**config.mk**
```make
export PLATFORM = sky130hd
export DESIGN_NAME = wavetable_reader_flat
export DESIGN_NICKNAME = d
export VERILOG_FILES = /design/src/rtl/wavetable_reader_pkg.sv /design/src/rtl/wavetable_reader_if.sv /design/src/rtl/wavetable_reader_reg.sv /design/src/rtl/wavetable_reader.sv /design/src/flat_wrapper.sv
export SDC_FILE = /design/constraint.sdc
export NUM_CORES = 1
export LEC_CHECK = 0
export CORE_ASPECT_RATIO = 1.5
export CORE_UTILIZATION = 47
export DETAILED_ROUTE_END_ITERATION = 7
export GPL_TIMING_DRIVEN = 0
export PLACE_DENSITY = 0.88
export SYNTH_ARGS = -nofsm -noshare
export SYNTH_HDL_FRONTEND = slang
export SYNTH_SLANG_ARGS = --single-unit
export TNS_END_PERCENT = 50
```
**constraint.sdc**
```tcl
create_clock -name i_clk -period 3.1 [get_ports i_clk]
set_input_delay 0.775 -clock i_clk [delete_from_list [all_inputs] [get_ports i_clk]]
set_output_delay 0.775 -clock i_clk [all_outputs]
set_load 0.02 [all_outputs]
```
**src/rtl/wavetable_reader_pkg.sv**
```systemverilog
// -----------------------------------------------------------------------------
// wavetable_reader_pkg
// Shared definitions for the wavetable reader and its interface:
//   - state_t        : sequencer state encoding
//   - DEF_PHASE_W    : default NCO phase width (shared with the NCO array)
//   - DEF_SAMPLE_W   : default wavetable sample width (shared with the NCO array)
//   - clog2()        : ceiling log2 for elaboration-time sizing
//   - sel_width()    : voice-index width, never less than one bit
// -----------------------------------------------------------------------------
package wavetable_reader_pkg;

    typedef enum logic [2:0] {
        S_IDLE  = 3'd0,
        S_STEP  = 3'd1,
        S_ADDR  = 3'd2,
        S_WAIT  = 3'd3,
        S_LOAD  = 3'd4,
        S_WRITE = 3'd5
    } state_t;

    localparam int DEF_PHASE_W  = 8;
    localparam int DEF_SAMPLE_W = 8;

    function automatic int clog2(input int value);
        int r;
        r = 0;
        for (int i = 0; i < 31; i++) begin
            if ((1 << i) < value) r = i + 1;
        end
        return r;
    endfunction

    // A single-voice configuration still needs a 1-bit index bus.
    function automatic int sel_width(input int voices);
        return (voices > 1) ? clog2(voices) : 1;
    endfunction

endpackage

```
**src/rtl/wavetable_reader_if.sv**
```systemverilog
// -----------------------------------------------------------------------------
// wavetable_reader_if
// Bundles the reader's control inputs, the NCO strobe bus and the ROM port.
//   ce, sample_tick, wave_sel, voice_en  : frame control into the reader
//   phase_in                            : PHASE of the selected voice
//   rom_data / rom_addr                 : synchronous wavetable ROM port
//   voice_sel, trig_read, trig_sample,
//   prog_sample                         : NCO strobe interface
//   busy, done, overrun                 : frame status
// Modports: master = the reader, slave = the NCO array / ROM / controller side.
// -----------------------------------------------------------------------------
interface wavetable_reader_if
    import wavetable_reader_pkg::*;
#(
    parameter int VOICES   = 8,
    parameter int PHASE_W  = DEF_PHASE_W,
    parameter int WAVE_W   = 2,
    parameter int SAMPLE_W = DEF_SAMPLE_W
);
    localparam int VSEL_W = sel_width(VOICES);

    logic                       ce;
    logic                       sample_tick;
    logic [WAVE_W-1:0]          wave_sel;
    logic [VOICES-1:0]          voice_en;
    logic [PHASE_W-1:0]         phase_in;
    logic [SAMPLE_W-1:0]        rom_data;
    logic [VSEL_W-1:0]          voice_sel;
    logic [VOICES-1:0]          trig_read;
    logic [VOICES-1:0]          trig_sample;
    logic [WAVE_W+PHASE_W-1:0]  rom_addr;
    logic [SAMPLE_W-1:0]        prog_sample;
    logic                       busy;
    logic                       done;
    logic                       overrun;

    modport master (
        input  ce, sample_tick, wave_sel, voice_en, phase_in, rom_data,
        output voice_sel, trig_read, trig_sample, rom_addr, prog_sample,
               busy, done, overrun
    );

    modport slave (
        output ce, sample_tick, wave_sel, voice_en, phase_in, rom_data,
        input  voice_sel, trig_read, trig_sample, rom_addr, prog_sample,
               busy, done, overrun
    );

endinterface

```
**src/rtl/wavetable_reader_reg.sv**
```systemverilog
// -----------------------------------------------------------------------------
// wavetable_reader_reg
// Generic load-enabled register with synchronous active-high clear.
//   i_clk : clock
//   i_rst : synchronous clear to zero
//   i_en  : load enable
//   i_d   : data in
//   o_q   : registered data, holds while i_en is low
// -----------------------------------------------------------------------------
module wavetable_reader_reg #(
    parameter int W = 8
) (
    input  logic         i_clk,
    input  logic         i_rst,
    input  logic         i_en,
    input  logic [W-1:0] i_d,
    output logic [W-1:0] o_q
);
    logic [W-1:0] r_q;

    always_ff @(posedge i_clk) begin
        if (i_rst) begin
            r_q <= '0;
        end else if (i_en) begin
            r_q <= i_d;
        end
    end

    assign o_q = r_q;

endmodule

```
**src/rtl/wavetable_reader.sv**
```systemverilog
// -----------------------------------------------------------------------------
// wavetable_reader
// Per-sample sequencer for a bank of NCO voices. On each sample tick it walks
// the voices in order: strobes TRIG_READ for the voice, captures its phase
// into the ROM address register, waits out the ROM latency, loads the ROM
// byte into PROG_SAMPLE and strobes TRIG_SAMPLE. Disabled voices are skipped
// in one cycle.
//   i_clk : system clock
//   i_rst : synchronous active-high reset (aborts any frame in progress)
//   bus   : wavetable_reader_if.master (control, ROM port, NCO strobes, status)
// -----------------------------------------------------------------------------
module wavetable_reader
    import wavetable_reader_pkg::*;
#(
    parameter int VOICES   = 8,
    parameter int PHASE_W  = DEF_PHASE_W,
    parameter int WAVE_W   = 2,
    parameter int ROM_LAT  = 1,
    parameter int SAMPLE_W = DEF_SAMPLE_W
) (
    input  logic               i_clk,
    input  logic               i_rst,
    wavetable_reader_if.master bus
);
    localparam int VSEL_W = sel_width(VOICES);
    localparam int ADDR_W = WAVE_W + PHASE_W;

    state_t              r_state;
    logic [VSEL_W-1:0]   r_vidx;
    logic [WAVE_W-1:0]   r_wave;
    logic [VOICES-1:0]   r_en;
    logic [1:0]          r_cnt;
    logic [VOICES-1:0]   r_trig_read;
    logic [VOICES-1:0]   r_trig_sample;
    logic                r_done;
    logic                r_overrun;

    logic [VSEL_W-1:0]   w_vidx_nxt;
    logic                w_last;
    logic                w_addr_en;
    logic                w_samp_en;
    logic [ADDR_W-1:0]   w_rom_addr;
    logic [SAMPLE_W-1:0] w_prog_sample;

    function automatic logic [VOICES-1:0] f_onehot(input logic [VSEL_W-1:0] idx);
        return VOICES'(1) << idx;
    endfunction

    // Strobe pattern for entering STEP of voice idx: disabled voices get none.
    function automatic logic [VOICES-1:0] f_read_strobe(input logic [VOICES-1:0] en,
                                                        input logic [VSEL_W-1:0] idx);
        return en[idx] ? f_onehot(idx) : '0;
    endfunction

    assign w_vidx_nxt = r_vidx + 1'b1;
    assign w_last     = (r_vidx == VSEL_W'(VOICES - 1));

    // Strobe and DONE registers are loaded for the state being entered, so
    // they line up with that state's cycle. When CE is low nothing advances
    // and the strobe registers hold; the output gating below hides them
    // until CE returns, at which point the state finally moves on.
    always_ff @(posedge i_clk) begin
        if (i_rst) begin
            r_state       <= S_IDLE;
            r_vidx        <= '0;
            r_cnt         <= '0;
            r_trig_read   <= '0;
            r_trig_sample <= '0;
            r_done        <= 1'b0;
            r_overrun     <= 1'b0;
        end else if (bus.ce) begin
            r_trig_read   <= '0;
            r_trig_sample <= '0;
            r_done        <= 1'b0;

            if (bus.sample_tick && (r_state != S_IDLE)) begin
                r_overrun <= 1'b1;
            end

            case (r_state)
                S_IDLE: begin
                    if (bus.sample_tick) begin
                        r_wave      <= bus.wave_sel;
                        r_en        <= bus.voice_en;
                        r_vidx      <= '0;
                        r_state     <= S_STEP;
                        r_trig_read <= f_read_strobe(bus.voice_en, '0);
                    end
                end
                S_STEP: begin
                    if (r_en[r_vidx]) begin
                        r_state <= S_ADDR;
                    end else if (w_last) begin
                        r_state <= S_IDLE;
                        r_done  <= 1'b1;
                    end else begin
                        r_vidx      <= w_vidx_nxt;
                        r_trig_read <= f_read_strobe(r_en, w_vidx_nxt);
                    end
                end
                S_ADDR: begin
                    r_cnt   <= '0;
                    r_state <= S_WAIT;
                end
                S_WAIT: begin
                    if (r_cnt == 2'(ROM_LAT - 1)) begin
                        r_state <= S_LOAD;
                    end else begin
                        r_cnt <= r_cnt + 1'b1;
                    end
                end
                S_LOAD: begin
                    r_state       <= S_WRITE;
                    r_trig_sample <= f_onehot(r_vidx);
                end
                S_WRITE: begin
                    if (w_last) begin
                        r_state <= S_IDLE;
                        r_done  <= 1'b1;
                    end else begin
                        r_vidx      <= w_vidx_nxt;
                        r_state     <= S_STEP;
                        r_trig_read <= f_read_strobe(r_en, w_vidx_nxt);
                    end
                end
                default: begin
                    r_state <= S_IDLE;
                end
            endcase
        end
    end

    // ADDR: the NCO has advanced on the previous TRIG_READ, so PHASE_IN is
    // already the post-increment phase.
    assign w_addr_en = bus.ce && (r_state == S_ADDR);
    assign w_samp_en = bus.ce && (r_state == S_LOAD);

    wavetable_reader_reg #(.W(ADDR_W)) u_rom_addr_reg (
        .i_clk (i_clk),
        .i_rst (i_rst),
        .i_en  (w_addr_en),
        .i_d   ({r_wave, bus.phase_in}),
        .o_q   (w_rom_addr)
    );

    wavetable_reader_reg #(.W(SAMPLE_W)) u_prog_sample_reg (
        .i_clk (i_clk),
        .i_rst (i_rst),
        .i_en  (w_samp_en),
        .i_d   (bus.rom_data),
        .o_q   (w_prog_sample)
    );

    assign bus.voice_sel   = r_vidx;
    assign bus.trig_read   = bus.ce ? r_trig_read   : '0;
    assign bus.trig_sample = bus.ce ? r_trig_sample : '0;
    assign bus.done        = bus.ce & r_done;
    assign bus.rom_addr    = w_rom_addr;
    assign bus.prog_sample = w_prog_sample;
    assign bus.busy        = (r_state != S_IDLE);
    assign bus.overrun     = r_overrun;

endmodule

```
**src/flat_wrapper.sv**
```systemverilog
// flat-port wrapper written by rule: the top's interface ports become plain ports
module wavetable_reader_flat import wavetable_reader_pkg::*;
#(
    parameter int VOICES   = 8,
    parameter int PHASE_W  = DEF_PHASE_W,
    parameter int WAVE_W   = 2,
    parameter int ROM_LAT  = 1,
    parameter int SAMPLE_W = DEF_SAMPLE_W
)
  (i_clk, i_rst, bus_ce, bus_sample_tick, bus_wave_sel, bus_voice_en, bus_phase_in, bus_rom_data, bus_voice_sel, bus_trig_read, bus_trig_sample, bus_rom_addr, bus_prog_sample, bus_busy, bus_done, bus_overrun);
  wavetable_reader_if #(.VOICES(VOICES), .PHASE_W(PHASE_W), .WAVE_W(WAVE_W), .SAMPLE_W(SAMPLE_W)) bus_i ();
  input  logic i_clk;
  input  logic i_rst;
  input wire logic [$bits(bus_i.ce)-1:0] bus_ce;
  input wire logic [$bits(bus_i.sample_tick)-1:0] bus_sample_tick;
  input wire logic [$bits(bus_i.wave_sel)-1:0] bus_wave_sel;
  input wire logic [$bits(bus_i.voice_en)-1:0] bus_voice_en;
  input wire logic [$bits(bus_i.phase_in)-1:0] bus_phase_in;
  input wire logic [$bits(bus_i.rom_data)-1:0] bus_rom_data;
  output wire logic [$bits(bus_i.voice_sel)-1:0] bus_voice_sel;
  output wire logic [$bits(bus_i.trig_read)-1:0] bus_trig_read;
  output wire logic [$bits(bus_i.trig_sample)-1:0] bus_trig_sample;
  output wire logic [$bits(bus_i.rom_addr)-1:0] bus_rom_addr;
  output wire logic [$bits(bus_i.prog_sample)-1:0] bus_prog_sample;
  output wire logic [$bits(bus_i.busy)-1:0] bus_busy;
  output wire logic [$bits(bus_i.done)-1:0] bus_done;
  output wire logic [$bits(bus_i.overrun)-1:0] bus_overrun;
  assign bus_i.ce = bus_ce;
  assign bus_i.sample_tick = bus_sample_tick;
  assign bus_i.wave_sel = bus_wave_sel;
  assign bus_i.voice_en = bus_voice_en;
  assign bus_i.phase_in = bus_phase_in;
  assign bus_i.rom_data = bus_rom_data;
  assign bus_voice_sel = bus_i.voice_sel;
  assign bus_trig_read = bus_i.trig_read;
  assign bus_trig_sample = bus_i.trig_sample;
  assign bus_rom_addr = bus_i.rom_addr;
  assign bus_prog_sample = bus_i.prog_sample;
  assign bus_busy = bus_i.busy;
  assign bus_done = bus_i.done;
  assign bus_overrun = bus_i.overrun;
  wavetable_reader #(.VOICES(VOICES), .PHASE_W(PHASE_W), .WAVE_W(WAVE_W), .ROM_LAT(ROM_LAT), .SAMPLE_W(SAMPLE_W)) u_core (.i_clk(i_clk), .i_rst(i_rst), .bus(bus_i));
endmodule
```
### Word-level counts from Yosys, hierarchy flattened

Cells that the tools add are included.

| cells by class | value |
|---|---|
| add/subtract/negate cells | 2 |
| magnitude comparators | 2 |
| equal/unequal tests | 11 |
| shifts and indexed selects | 2 |
| multiplexer cells | 28 |
| bitwise gates (word level) | 2 |
| reductions and logical operators | 13 |

Operator list:

| operator | count |
|---|---|
| $mux W8 | 7 |
| $pmux W8 S3 | 1 |
| $mux W3 | 7 |
| $pmux W3 S6 | 1 |
| $shl A1 B3 Y8 const A | 2 |
| $reduce_and A4 Y1 | 3 |
| $eq A3 B3 Y1 const B | 3 |
| $pmux W3 S3 | 1 |
| $lt A3 B4 Y1 const B | 2 |
| $bmux W1 S3 | 2 |
| $eq A3 B2 Y1 const B | 2 |
| $mux W1 | 6 |
| $ne A2 B2 Y1 const B | 3 |
| $reduce_bool A3 Y1 | 2 |
| $pmux W2 S2 | 1 |
| $add A3 B1 Y3 const B | 1 |
| $eq A3 B1 Y1 const B | 1 |
| $logic_and A1 B1 Y1 | 3 |
| $logic_not A3 Y1 | 1 |
| $ne A3 B1 Y1 const B | 1 |
| $reduce_and A3 Y1 | 1 |
| $add A2 B1 Y2 const B | 1 |
| $logic_not A2 Y1 | 1 |
| $mux W2 | 1 |
| 6 further kinds | 6 |

| word-level totals | value |
|---|---|
| register bits | 54 |
| bits of input ports | 30 |
| word-level logic and storage cells | 71 |

### Longest topological paths before layout

| logic depth | value |
|---|---|
| depth after elaboration | 7 |
| mapped depth | 7 |
| mapped depth without buffers | 6 |

### Modules after synthesis

Synthesis repeated with hierarchy kept, for this count alone.

| unflattened totals | value |
|---|---|
| cell total of the unflattened synthesis | 243 |
| area, all modules | 2548.7 um^2 |

By module, submodules not included:

| module | times used | cells each | area each (um^2) |
|---|---|---|---|
| wavetable_reader | 1 | 185 | 1910.6 |
| wavetable_reader_reg (u_core.u_rom_addr_reg) | 1 | 32 | 352.8 |
| wavetable_reader_reg (u_core.u_prog_sample_reg) | 1 | 26 | 285.3 |

### Worst setup path before layout

No wires, ideal clock.

| timing path | value |
|---|---|
| path type | input to register |
| from | in bus_ce |
| to | reg u_core.r_en[0] (enable) |
| library setup time | 0.390 ns |
| arrival time | 2.081 ns |
| setup slack | 0.629 ns |
| stages on the path | 4 |
| buffers on the path | 2 |
| path through | clkbuf_1 > clkbuf_1 > nand2_1 > nor3_1 |

| between the ends | value |
|---|---|
| longest elaborated chain between the ends | 1 |

RTL lines:

| item | line | source |
|---|---|---|
| start, declared | flat_wrapper.sv:14 | `input wire logic [$bits(bus_i.ce)-1:0] bus_ce;` |
| $reduce_and A4 Y1 (no source line) | n/a |  |
| end signal, assigned | wavetable_reader.sv:84 | `r_en <= bus.voice_en;` |
| end, declared | wavetable_reader.sv:31 | `logic [VOICES-1:0] r_en;` |

Every way passes these cells.
A chain may end at the register's enable or synchronous reset.

### Worst setup path in the final report

| timing path | value |
|---|---|
| from | in bus_ce |
| to | out bus_done |

| between the ends | value |
|---|---|
| longest elaborated chain between the ends | 1 |

RTL lines:

| item | line | source |
|---|---|---|
| $and A1 B1 Y1 | wavetable_reader.sv:157 | `assign bus.done = bus.ce & r_done;` |
| end, declared | flat_wrapper.sv:26 | `output wire logic [$bits(bus_i.done)-1:0] bus_done;` |

Every way passes these cells.

==> summary.md <==
| Metric | Value |
|---|---|
| Status | `finished, final reports clean` |
| Total grt overflow | `0` |
| F_max | `0.355 GHz` |
| Number of diodes | `0` |
| Post-cts sizing count | `1` |
| Syn avg cell area | `9.08 um2` |
| Clk slew on worst S/H paths | `0.09 ns` |
| Initial antenna violation count | `0` |
| Overall routing resource usage | `23.8%` |
| Synth Area in Simple Gates | `21.4%` |
| CTS H-Tree Depth | `2` |
| CP endpoint kind | `output port` |
| Hold EP | `u_core.u_rom_addr_reg.o_q[4]` |
| Maxcap violations | `0` |
| GP Congestion | `0.912` |
| Yosys warns | `0` |
| Hold_buf cts | `0` |
| Die height | `91.1 um` |
| Largest family of logic cells by synthesized area | `simple AND/OR/NAND/NOR gates` |
| WP data required | `2.32 ns` |
| Initial Util | `48.5%` |
| Critical path, cell by cell | `clkbuf_2 -> clkbuf_2 -> and2_1 -> clkdlybuf4s50_1` |
| Multi-input logic area | `0.00121 mm2` |
| Reg2reg setup slack | `0.86 ns` |
| Multiplexer area fraction after synthesis | `4.23%` |
| Clock root cell | `clkbuf_8` |
| Mapped Cells | `274` |
| Vias in the first global route | `2244` |
| Final Net Count | `388` |
| Hpwl dp | `4.33 mm` |
| Top-area cell type share of the netlist area | `35.4%` |
| Area grow syn2layout | `36.0%` |
| Setup TNS | `0 ns` |
| Worst vdd ir | `0.393 mV` |
| Worst hold path type | `flip-flop to flip-flop` |
| Core area | `0.00512 mm2` |
| Post-Route Skew | `0.00840 ns` |
| Synth Area in XOR/XNOR | `0%` |
| Cells on worst reg2reg path | `7` |
| Synth Flop Type | `dfxtp_1` |
| Min-delay src | `u_core.u_rom_addr_reg.o_q[4]` |
| Sequential share of the synthesized area | `47.5%` |
| CTS tree | `done` |
| Post-synth EDFFs | `10` |
| Worst Setup Start Kind | `input pin` |
| Postcts setup bufs | `0` |
| Yosys cell types | `44` |
| Layout cell share with drive strength beyond 1 | `6.02%` |
| Post-synthesis compound-gate area fraction | `17.8%` |
| Synthesized cell area | `0.00249 mm2` |
| Crit path kind | `input pin to output port` |
| Die boundary width | `61.4 um` |
| Clock buffer depth | `2` |
| R2R Path End | `u_core.r_trig_read[7]` |
| Clock latency on the worst-skew pair | `0.31 ns` |
| Crit Path Max Fanout | `10` |
| Setup ws final | `0.283 ns` |
| Minimum hold slack | `0.458 ns` |
| Crit path DAT | `2.04 ns` |
| Place WS | `-0.0621 ns` |
| Final number of max-transition violations | `0` |
| Rel. slew slack | `50.8%` |
| Fin crit period | `2.82 ns` |
| DRT antenna net count | `0` |
| Pin count of the biggest net entering global routing | `17` |
| Hold-critical path depth | `2` |
| DRC | `0` |
| #FFs+latches synth | `54` |
| Most used cell, CP | `clkbuf_2` |
| Fin crit share | `90.9%` |
| Wire length of the first global-routing pass | `10.0 mm` |
| RSZ-0062 raised after global routing | `no` |
| CTS sink cnt | `54` |
| Total CTS buffers | `5` |
| Lkg Pwr | `0.00116 uW` |
| Die area | `0.00559 mm2` |
| Worst slew pin tran | `0.734 ns` |
| Post-synth top area cell | `dfxtp_1` |
| Crit path buffers/inverters | `3` |
| Total Routed Length | `5.92 mm` |
| Row Count | `32` |
| Crit-path max cell delay | `0.60 ns` |
| Via count | `2265` |
| Adder-Cell Fraction of Synth Area | `5.03%` |
| FF-to-FF Start | `u_core.bus.voice_sel[0]` |
| Iteration-0 DRC Markers | `92` |
| Fill cells | `438` |
| Seq. cell area | `0.00118 mm2` |
| Buffers on Ports | `67` |
| Power density over cell area | `419 mW/mm2` |
| Final core occ | `66.0%` |
| Syn_nets | `314` |
| Vias per cell | `5.43` |
| Critical Path Slowest Stage Cell | `clkdlybuf4s50_1` |
| IO Pins | `70` |
| Final Hold Fails | `0` |
| Largest cells by area after synthesis | `dfxtp_1 (35%), edfxtp_1 (12%), nand2_1 (8.3%), a21oi_1 (5.4%), ha_1 (5.0%)` |
| Final setup viols | `0` |
| Drt pass-1 iters | `4` |
| CP delay by family, top | `buffers and inverters` |
| Synth async-reset ratio | `0%` |
| Routed len/inst | `14.2 um` |
[final cells by class]
type / count / share of cell area [%]
Buffer: 17 / 2.22
Clock buffer: 5 / 2.03
Clock inverter: 3 / 1.89
Inverter: 8 / 0.888
Multi-Input combinational cell: 195 / 35.7
Sequential cell: 54 / 34.9
Tap cell: 68 / 2.51
Timing Repair Buffer: 67 / 19.8
[worst max path at each step]
stage                       from            endpoint  slack [ns]  depth (start not counted)
after global placement    bus_ce            bus_done       -0.05                          4
after global routing      bus_ce  bus_trig_sample[3]        0.19                          4
final                     bus_ce            bus_done        0.28                          4
after CTS                 bus_ce            bus_done        0.07                          4
after floorplan           bus_ce      u_core.r_en[0]        0.63                          4
after detailed placement  bus_ce            bus_done       -0.06                          4
[synth_stat cells (all sizes together), types with 2 or more instances]
cell / instances
buf: 2
mux4: 2
o21ai: 7
a31oi: 2
a21oi: 27
nor2b: 2
dfxtp: 44
a32oi: 3
nor2: 19
mux2: 2
ha: 10
mux2i: 3
o32ai: 8
a211oi: 2
and2: 19
nor3: 4
a22oi: 5
inv: 7
edfxtp: 10
nand2b: 8
nand2: 55
clkbuf: 15
[flip-flops by register name, summed over array words and instances (netlist names)]
name                          cells
u_core.r_trig_sample              8
u_core.r_en                       8
u_core.r_trig_read                8
u_core.r_done                     1
u_core.u_prog_sample_reg.o_q      8
u_core.r_state                    3
u_core.bus.voice_sel              3
u_core.r_wave                     2
u_core.u_rom_addr_reg.o_q        10
u_core.bus.overrun                1
u_core.r_cnt                      2
[logic make-up after synthesis]
group           count (synthesis)
simple gates                  114
compound gates                 64
flops                          54
buf+inv                        25
fa+ha+maj                      10
mux                             7
[per-layer routing]
| metal | global-route usage [%] | vias to the layer above | wire (um) |
|---|---|---|---|
| li1 | - | 1099 | - |
| met1 | 25.8 | 1067 | 2200 |
| met2 | 40.8 | 80 | 3160 |
| met3 | 7.12 | 19 | 346 |
| met4 | 10.9 | 0 | 210 |
| met5 | 0 | - | 0 |
[tightest hold or removal path, stage by stage (launching register included)]
cell     delay (ns)
dfxtp_1        0.32
nand2_1        0.05
a21oi_1        0.05
[cell usage in the layout (no fill, tap or decap), drive strengths merged, types with 2 or more instances in the layout]
| cell | synthesis | final |
|---|---|---|
| mux2 | 2 | 2 |
| nor3 | 4 | 4 |
| buf | 2 | 2 |
| mux2i | 3 | 3 |
| and2 | 19 | 19 |
| bufinv | 0 | 2 |
| edfxtp | 10 | 10 |
| inv | 7 | 7 |
| nand2b | 8 | 8 |
| a32oi | 3 | 3 |
| o32ai | 8 | 8 |
| o21ai | 7 | 7 |
| clkinv | 1 | 2 |
| nand2 | 55 | 55 |
| dfxtp | 44 | 44 |
| mux4 | 2 | 2 |
| a31oi | 2 | 2 |
| nor2 | 19 | 19 |
| ha | 10 | 10 |
| clkdlybuf4s50 | 0 | 67 |
| nor2b | 2 | 2 |
| a211oi | 2 | 2 |
| clkbuf | 15 | 20 |
| a22oi | 5 | 5 |
| a21oi | 27 | 27 |
[where the power goes]
part / internal, uW / switching (uW)
sequential: 724 / 7.49
clock: 319 / 229
combinational: 66.7 / 71.1
total: 1110 / 308
[stage by stage]
stage                     instance area [um2]  total power, uW  cells
after CTS                                3380             1430    417
after global routing                     3380             1460    417
after detailed placement                 3240              884    409
after global placement                   3240              880    409
final                                    3380             1420    417
after floorplan                          2490              818    274
No activity file was read; power rests on OpenSTA's default activity.
